`config.mk`:
```
export PLATFORM = sky130hd
export DESIGN_NAME = instruction_loader
export DESIGN_NICKNAME = d
export VERILOG_FILES = /design/src/rtl/instruction_loader.sv
export SDC_FILE = /design/constraint.sdc
export NUM_CORES = 1
export LEC_CHECK = 0
export BUFFER_PORTS_ARGS = -buffer_cell sky130_fd_sc_hd__buf_2
export CAP_MARGIN = 20
export CORE_MARGIN = 5
export CORE_UTILIZATION = 30
export CTS_BUF_LIST = sky130_fd_sc_hd__clkbuf_16
export CTS_CLUSTER_SIZE = 12
export DETAILED_ROUTE_END_ITERATION = 6
export HOLD_SLACK_MARGIN = 0.15
export SLEW_MARGIN = 25
export SYNTH_ARGS = -nofsm -noshare
export SYNTH_HDL_FRONTEND = slang
export SYNTH_SLANG_ARGS = --single-unit
```
`constraint.sdc`:
```
create_clock -name clk -period 4.1 [get_ports clk]
set_input_delay 0.615 -clock clk [delete_from_list [all_inputs] [get_ports clk]]
set_output_delay 0.615 -clock clk [all_outputs]
set_load 0.02 [all_outputs]
```
`src/rtl/instruction_loader.sv`:
```
// -----------------------------------------------------------------------------
// instruction_loader
//
// Write-side loader for the byte-wide instruction memory. A host streams bytes
// over a valid/ready handshake: a 16-bit big-endian word count, followed by
// two bytes per 16-bit instruction (high byte first). Each payload byte is
// written to instruction memory one cycle after it is accepted, at
// BASE_ADDR + byte index (wrapping modulo 2^16).
//
// Parameters:
//   BASE_ADDR  byte address of the first instruction byte written
//   MAX_WORDS  largest accepted instruction count; larger headers are rejected
//
// Ports:
//   clk           system clock, rising edge
//   rst_n         asynchronous active-low reset; aborts any load in progress
//   start         one-cycle pulse, begins a load when idle (ignored otherwise)
//   inByte        stream byte
//   inValid       inByte valid
//   inReady       loader accepts inByte this cycle (decoded from state only)
//   writeAddress  instruction memory byte address
//   writeData     byte to write
//   writeEnable   write strobe, one cycle per accepted payload byte
//   busy          load in progress
//   done          load finished OK; held until the next start
//   error         header rejected (or checksum mismatch); held until next start
//
// Optional build macro:
//   INSTRUCTION_LOADER_CHECKSUM_EN  when defined, the payload is followed by a
//   one-byte XOR checksum of all payload bytes. The checksum byte is consumed
//   but never written; a mismatch ends the load with error. A zero-length load
//   still expects a checksum byte of 8'h00.
// -----------------------------------------------------------------------------
module instruction_loader #(
    parameter logic [15:0] BASE_ADDR = 16'h0000,
    parameter logic [15:0] MAX_WORDS = 16'd32768
) (
    input  logic        clk,
    input  logic        rst_n,
    input  logic        start,
    input  logic [7:0]  inByte,
    input  logic        inValid,
    output logic        inReady,
    output logic [15:0] writeAddress,
    output logic [7:0]  writeData,
    output logic        writeEnable,
    output logic        busy,
    output logic        done,
    output logic        error
);

`ifdef INSTRUCTION_LOADER_CHECKSUM_EN
    typedef enum logic [2:0] {
        StIdle,
        StLenHi,
        StLenLo,
        StData,
        StCsum,
        StFin,
        StErr
    } state_e;
`else
    typedef enum logic [2:0] {
        StIdle,
        StLenHi,
        StLenLo,
        StData,
        StFin,
        StErr
    } state_e;
`endif

    state_e      state_q;
    logic [7:0]  count_hi_q;   // header high byte, held until the low byte arrives
    logic [16:0] total_q;      // payload length in bytes (2 * count)
    logic [16:0] index_q;      // payload bytes accepted so far
`ifdef INSTRUCTION_LOADER_CHECKSUM_EN
    logic [7:0]  csum_q;       // running XOR of payload bytes
`endif

    logic        accept;
    logic [15:0] hdr_count;
    logic [16:0] index_next;

    assign accept     = inValid && inReady;
    // Full count as seen while the low header byte is on the bus.
    assign hdr_count  = {count_hi_q, inByte};
    assign index_next = index_q + 17'd1;

    // Ready is a pure state decode so the host never sees a combinational
    // path from inValid back to inReady.
    always_comb begin
        inReady = 1'b0;
        case (state_q)
            StLenHi, StLenLo, StData: inReady = 1'b1;
`ifdef INSTRUCTION_LOADER_CHECKSUM_EN
            StCsum:                   inReady = 1'b1;
`endif
            default:                  inReady = 1'b0;
        endcase
    end

    always_ff @(posedge clk or negedge rst_n) begin
        if (!rst_n) begin
            state_q      <= StIdle;
            count_hi_q   <= 8'h00;
            total_q      <= 17'd0;
            index_q      <= 17'd0;
`ifdef INSTRUCTION_LOADER_CHECKSUM_EN
            csum_q       <= 8'h00;
`endif
            writeAddress <= 16'h0000;
            writeData    <= 8'h00;
            writeEnable  <= 1'b0;
            busy         <= 1'b0;
            done         <= 1'b0;
            error        <= 1'b0;
        end else begin
            // Strobe is a single-cycle pulse unless DATA accepts another byte.
            writeEnable <= 1'b0;

            case (state_q)
                StIdle: begin
                    if (start) begin
                        state_q <= StLenHi;
                        busy    <= 1'b1;
                        done    <= 1'b0;
                        error   <= 1'b0;
                    end
                end

                StLenHi: begin
                    if (accept) begin
                        count_hi_q <= inByte;
                        state_q    <= StLenLo;
                    end
                end

                StLenLo: begin
                    if (accept) begin
                        index_q <= 17'd0;
                        total_q <= {hdr_count, 1'b0};
`ifdef INSTRUCTION_LOADER_CHECKSUM_EN
                        csum_q  <= 8'h00;
`endif
                        if (hdr_count > MAX_WORDS) begin
                            state_q <= StErr;
                        end else if (hdr_count == 16'd0) begin
`ifdef INSTRUCTION_LOADER_CHECKSUM_EN
                            state_q <= StCsum;
`else
                            state_q <= StFin;
`endif
                        end else begin
                            state_q <= StData;
                        end
                    end
                end

                StData: begin
                    if (accept) begin
                        writeEnable  <= 1'b1;
                        // 16-bit add wraps past 16'hFFFF by design.
                        writeAddress <= BASE_ADDR + index_q[15:0];
                        writeData    <= inByte;
                        index_q      <= index_next;
`ifdef INSTRUCTION_LOADER_CHECKSUM_EN
                        csum_q       <= csum_q ^ inByte;
`endif
                        // 17-bit compare so a 65536-byte payload still ends.
                        if (index_next == total_q) begin
`ifdef INSTRUCTION_LOADER_CHECKSUM_EN
                            state_q <= StCsum;
`else
                            state_q <= StFin;
`endif
                        end
                    end
                end

`ifdef INSTRUCTION_LOADER_CHECKSUM_EN
                StCsum: begin
                    if (accept) begin
                        state_q <= (inByte == csum_q) ? StFin : StErr;
                    end
                end
`endif

                StFin: begin
                    done    <= 1'b1;
                    busy    <= 1'b0;
                    state_q <= StIdle;
                end

                StErr: begin
                    error   <= 1'b1;
                    busy    <= 1'b0;
                    state_q <= StIdle;
                end

                default: begin
                    state_q <= StIdle;
                end
            endcase
        end
    end

endmodule
```
=== Word-level counts from Yosys, hierarchy flattened ===
Index checks and enable logic that the tools add are counted.

* Register bits after elaboration: 72
* Input port bits: 12
* Output and inout port bits: 29
* Word-level logic and storage cells: 59

* $add $sub $neg: 1
* $lt $le $gt $ge: 1
* Eq/ne operators: 11
* Multiplexer cells: 19
* Reductions and logical operators: 17

{| class="wikitable"
|+ Operator list
! cell !! count
|-
| $mux 17 || 2
|-
| $pmux 17 s2 || 1
|-
| $mux 3 || 7
|-
| $add 17x1->17 const B || 1
|-
| $eq 17x17->1 || 1
|-
| $gt 16x16->1 const B || 1
|-
| $logic_not 16->1 || 1
|-
| $pmux 3 s4 || 1
|-
| $reduce_and 2->1 || 6
|-
| $ne 2x2->1 const B || 5
|-
| $reduce_bool 2->1 || 4
|-
| $eq 3x2->1 const B || 2
|-
| $eq 3x3->1 const B || 2
|-
| $pmux 1 s2 || 3
|-
| $mux 1 || 5
|-
| $reduce_and 5->1 || 1
|-
| $eq 3x1->1 const B || 1
|-
| $logic_not 3->1 || 1
|-
| $reduce_and 3->1 || 1
|-
| $reduce_or 3->1 || 1
|-
| $reduce_or 2->1 || 1
|-
| $logic_and 1x1->1 || 1
|}

=== Depth between registers and ports, before layout ===
* Depth in word-level cells: 6
* Gate-level depth with buffers: 8
* Mapped depth without buffers: 7

=== Worst setup path before layout ===
OpenSTA, ideal clock, no wires.

* Path type: register to register
* Start point: register index_q[0]
* End point: register state_q[1]
* Setup time: 0.142 ns
* Arrival: 2.033 ns
* Required time: 3.958 ns
* Slack: 1.926 ns
* Stages on the path, launching flop included: 8
* Buffers on the path: 0
* Clock period less this slack: 2.174 ns
* Path through: dfrtp_1 -> ha_1 -> nand4_2 -> nor4_2 -> xnor2_1 -> nand4_1 -> a2111oi_4 -> a22oi_1

* Word-level cells in the longest chain between the ends: 4

{| class="wikitable"
|+ RTL lines
! what !! RTL line !! RTL
|-
| from (decl) || 76 || <nowiki>logic [16:0] index_q;</nowiki>
|-
| from (signal assigned) || 166 || <nowiki>index_q <= index_next;</nowiki>
|-
| $add 17x1->17 || 88 || <nowiki>assign index_next = index_q + 17'd1;</nowiki>
|-
| $eq 17x17->1 || 171 || <nowiki>if (index_next == total_q) begin</nowiki>
|-
| $ne 2x2->1 (no line) || - ||
|-
| $reduce_and 5->1 (no line) || - ||
|-
| to (signal assigned) || 105 || <nowiki>state_q <= StIdle;</nowiki>
|-
| to (signal assigned) || 175 || <nowiki>state_q <= StFin;</nowiki>
|-
| to (signal assigned) || 192 || <nowiki>state_q <= StIdle;</nowiki>
|-
| to (decl) || 73 || <nowiki>state_e state_q;</nowiki>
|}

Every way passes these cells.
A chain may end at the register's enable or synchronous reset.

=== Worst setup path after layout ===
* Start point: register state_q[2]
* End point: register total_q[2]

* Word-level cells in the longest chain between the ends: 5
* Elaborated cells between the ends (all ways): 7
* Classes of those cells: eq/ne: 3; mux: 1; reduce/logical: 3

{| class="wikitable"
|+ RTL lines
! what !! RTL line !! RTL
|-
| from (signal assigned) || 105 ||
|-
| from (signal assigned) || 125 || <nowiki>state_q <= StLenHi;</nowiki>
|-
| from (signal assigned) || 135 || <nowiki>state_q <= StLenLo;</nowiki>
|-
| $eq 3x2->1 (tied with other cells) || 94 || <nowiki>case (state_q)</nowiki>
|-
| $reduce_or 3->1 || 94 ||
|-
| $mux 1 || 94 ||
|-
| $logic_and 1x1->1 || 85 || <nowiki>assign accept = inValid && inReady;</nowiki>
|-
| $reduce_and 2->1 (no line) (*) || - ||
|-
| to (signal assigned) || 142 || <nowiki>total_q <= {hdr_count, 1'b0};</nowiki>
|-
| to (decl) || 75 || <nowiki>logic [16:0] total_q;</nowiki>
|}

Every way passes the cells marked *; elsewhere a longest branch is shown, timed or not.

==> results.md <==
* Status: finished clean
* Synth Net Count at 382
* # hold bufs at CTS at 0
* GRT Overall Usage at 12.5%
* Post-synth EDFFs at 0
* Tmin final at 2.58 ns
* RSZ-0062 raised after global routing: no
* Max clock buf depth at 2
* Post-synth top cells: 92 x nand2_1, 72 x dfrtp_1, 23 x mux2_2
* # diodes at 0
* Postcts setup bufs at 0
* Seq/Total Area, Yosys at 49.4%
* Die area at 14,500 um2
* Most Frequent Cell on Critical Path: nor2_2
* Core area at 12,000 um2
* Slew HR at 45.6%
* Crit path cell chain: nor2_2, nand2_1, nor2_2, mux2_2
* Worst vdd ir at 0.310 mV
* Tcrit/Tclk final at 63.0%
* FF+latch count, synth at 72
* Final setup viols at 0
* Clock Latency Late Sink at 0.34 ns
* Crit-path leading delay family: simple AND/OR/NAND/NOR gates
* IO Pins at 41
* Power per cell area at 660 nW/um2
* Global-route wire length before repair at 14.3 mm
* Drc violations at 0
* Async SR Flop Fraction at 100%
* CP Depth at 4
* Initial antenna violation count at 0
* Post-synth cell types at 54
* CP required at 4.32 ns
* Final net count at 411
* FILL cells at 1,207
* Mapped Avg Cell Area at 9.88 um2
* Die H at 120 um
* Vias in the first global route at 2,773
* Detailed Route Iter0 Violations at 184
* MaxCap Viol Count at 0
* TritonCTS clock tree: yes
* Main synth FF type: dfrtp_1
* Final hold slack at 0.286 ns
* Number of nets with antenna violations after routing at 0
* Vias/cell at 5.06
* Layout cells sized above 1 at 22.9%
* Critical Path Slowest Stage Cell: nor2_2
* Cells after synthesis at 369
* Vias at 2,778
* R2R depth at 4
* Rows at 40
* Worst slew pin tran at 0.811 ns
* Crit path buffers/inverters at 0
* Crit end category: flop
* Initial Utilization at 30.5%
* Largest area contributor in the synthesized netlist: dfrtp_1
* Wire per inst at 15.5 um
* Clock Tree Root: clkbuf_16
* Netlist Area Pre-Place at 3650 um2
* Fmax at 387 MHz
* Critical path class: reg2reg
* Number of buffers created by CTS at 9
* Most common cell in the netlist: nand2_1
* Detailed Routing Iterations Pass 1 at 4
* Leak at 0.00190 uW
* Worst hold path class: in2async
* H-Tree Depth at 3
* YS warnings at 0
* Arrival @ worst endpoint at 2.80 ns
* Top cells by area, synth: dfrtp_1 49%, nand2_1 9.5%, mux2_2 7.1%
* Fin Clk Skew at 0.00472 ns
* Max-slew violations at 0
* Largest net degree at the start of global routing at 47
* Die Width at 120 um
* Post-cts resize count at 0
* CP max stage delay at 0.80 ns
* Final hold vios at 0
* Layout overhead on the synthesized area at 15.3%
* Final GP Congestion at 0.804
* DP Wirelength at 6.10 mm
* Clock sinks at 72
* Grt ovf at 0
* Fin Setup TNS at 0 ns
* Clock transition at path regs at 0.06 ns
* Startpoint types: flop
* Port buffer count at 40
* Critical path fanouts, max at 22
* Share of the synthesized area in the top cell type at 49.4%
* WL final at 8.49 mm
==> cells by family (layout without fill, tap and decap cells) <==
logic type | Yosys count | count (layout) | synth area share (%)
compound gates | 63 | 63 | 11.5
xor+xnor | 20 | 20 | 5.01
fa+ha+maj | 1 | 1 | 0.343
buf+inv | 29 | 62 | 4.05
flops | 72 | 72 | 49.4
mux | 28 | 28 | 8.51
simple gates | 156 | 156 | 21.2
==> final timing paths <==
path / from / to / slack [ns]
setup / recovery: state_q[2]$_DFFE_PN0P_ / total_q[2]$_DFFE_PN0P_ / 1.52
hold / removal: rst_n / writeEnable$_DFF_PN0_ / 0.29
setup reg to reg: state_q[2]$_DFFE_PN0P_ / total_q[2]$_DFFE_PN0P_ / 1.52
hold reg to reg: writeAddress[9]$_DFFE_PN0P_ / writeAddress[9]$_DFFE_PN0P_ / 0.47
max in group asynchronous: rst_n / count_hi_q[5]$_DFFE_PN0P_ / 2.80
min in group clk: writeAddress[9]$_DFFE_PN0P_ / writeAddress[9]$_DFFE_PN0P_ / 0.47
==> state kept, by name, indices dropped and copies added, names as in the netlist <==
register      count
busy              1
count_hi_q        8
done              1
error             1
index_q          17
state_q           3
total_q          16
writeAddress     16
writeData         8
writeEnable       1
==> cell type report <==
cell class                 count  area [um2]  share of cell area [%]
sequential                    72        1800                    42.9
multi-input combinational    268        1700                    40.4
clock buffer                   9         225                    5.36
timing repair buffer          42         215                    5.12
tap                          147         184                    4.37
clock inverter                 6        61.3                    1.46
inverter                       5        18.8                   0.446
==> metrics by stage <==
stage	total power (uW)	worst slack [ns]	area (um2)	utilization (%)	instances
final	2780	1.52	4200	35.1	549
after global routing	2960	1.22	4200	35.1	549
after CTS	2800	1.51	4200	35.1	549
after detailed placement	2030	1.47	3920	32.8	534
after global placement	2010	1.60	3920	32.8	534
after floorplan	1780	1.93	3650	-	369
==> layer usage <==
metal  share of wire, %  vias up  GRT usage, %  routed length [um]
met5                  0        -             0                   0
met4                1.8        0          4.18                 157
met3                5.4       12          3.65                 455
met2                 47       61          19.6                3960
met1                 46     1362          16.6                3910
li1                   -     1343             -                   -
==> power by group <==
group	leakage, uW	switching, uW	total (uW)	internal [uW]
combinational	0.000839	500	863	363
sequential	0.000925	221	1150	929
clock	0.000137	298	763	465
total	0.00190	1020	2780	1760
==> cell usage in the layout, fill, tap and decap left out, types with 8 or more instances in the layout <==
cell type  instances
o21ai_0           20
xnor2_1           10
a21oi_1           14
nor3_1             8
dfrtp_1           72
mux2_2            23
buf_2             40
xor2_1             9
nand2_1           92
clkbuf_16          9
nor2_1            15
(Power assumes the default switching activity.)
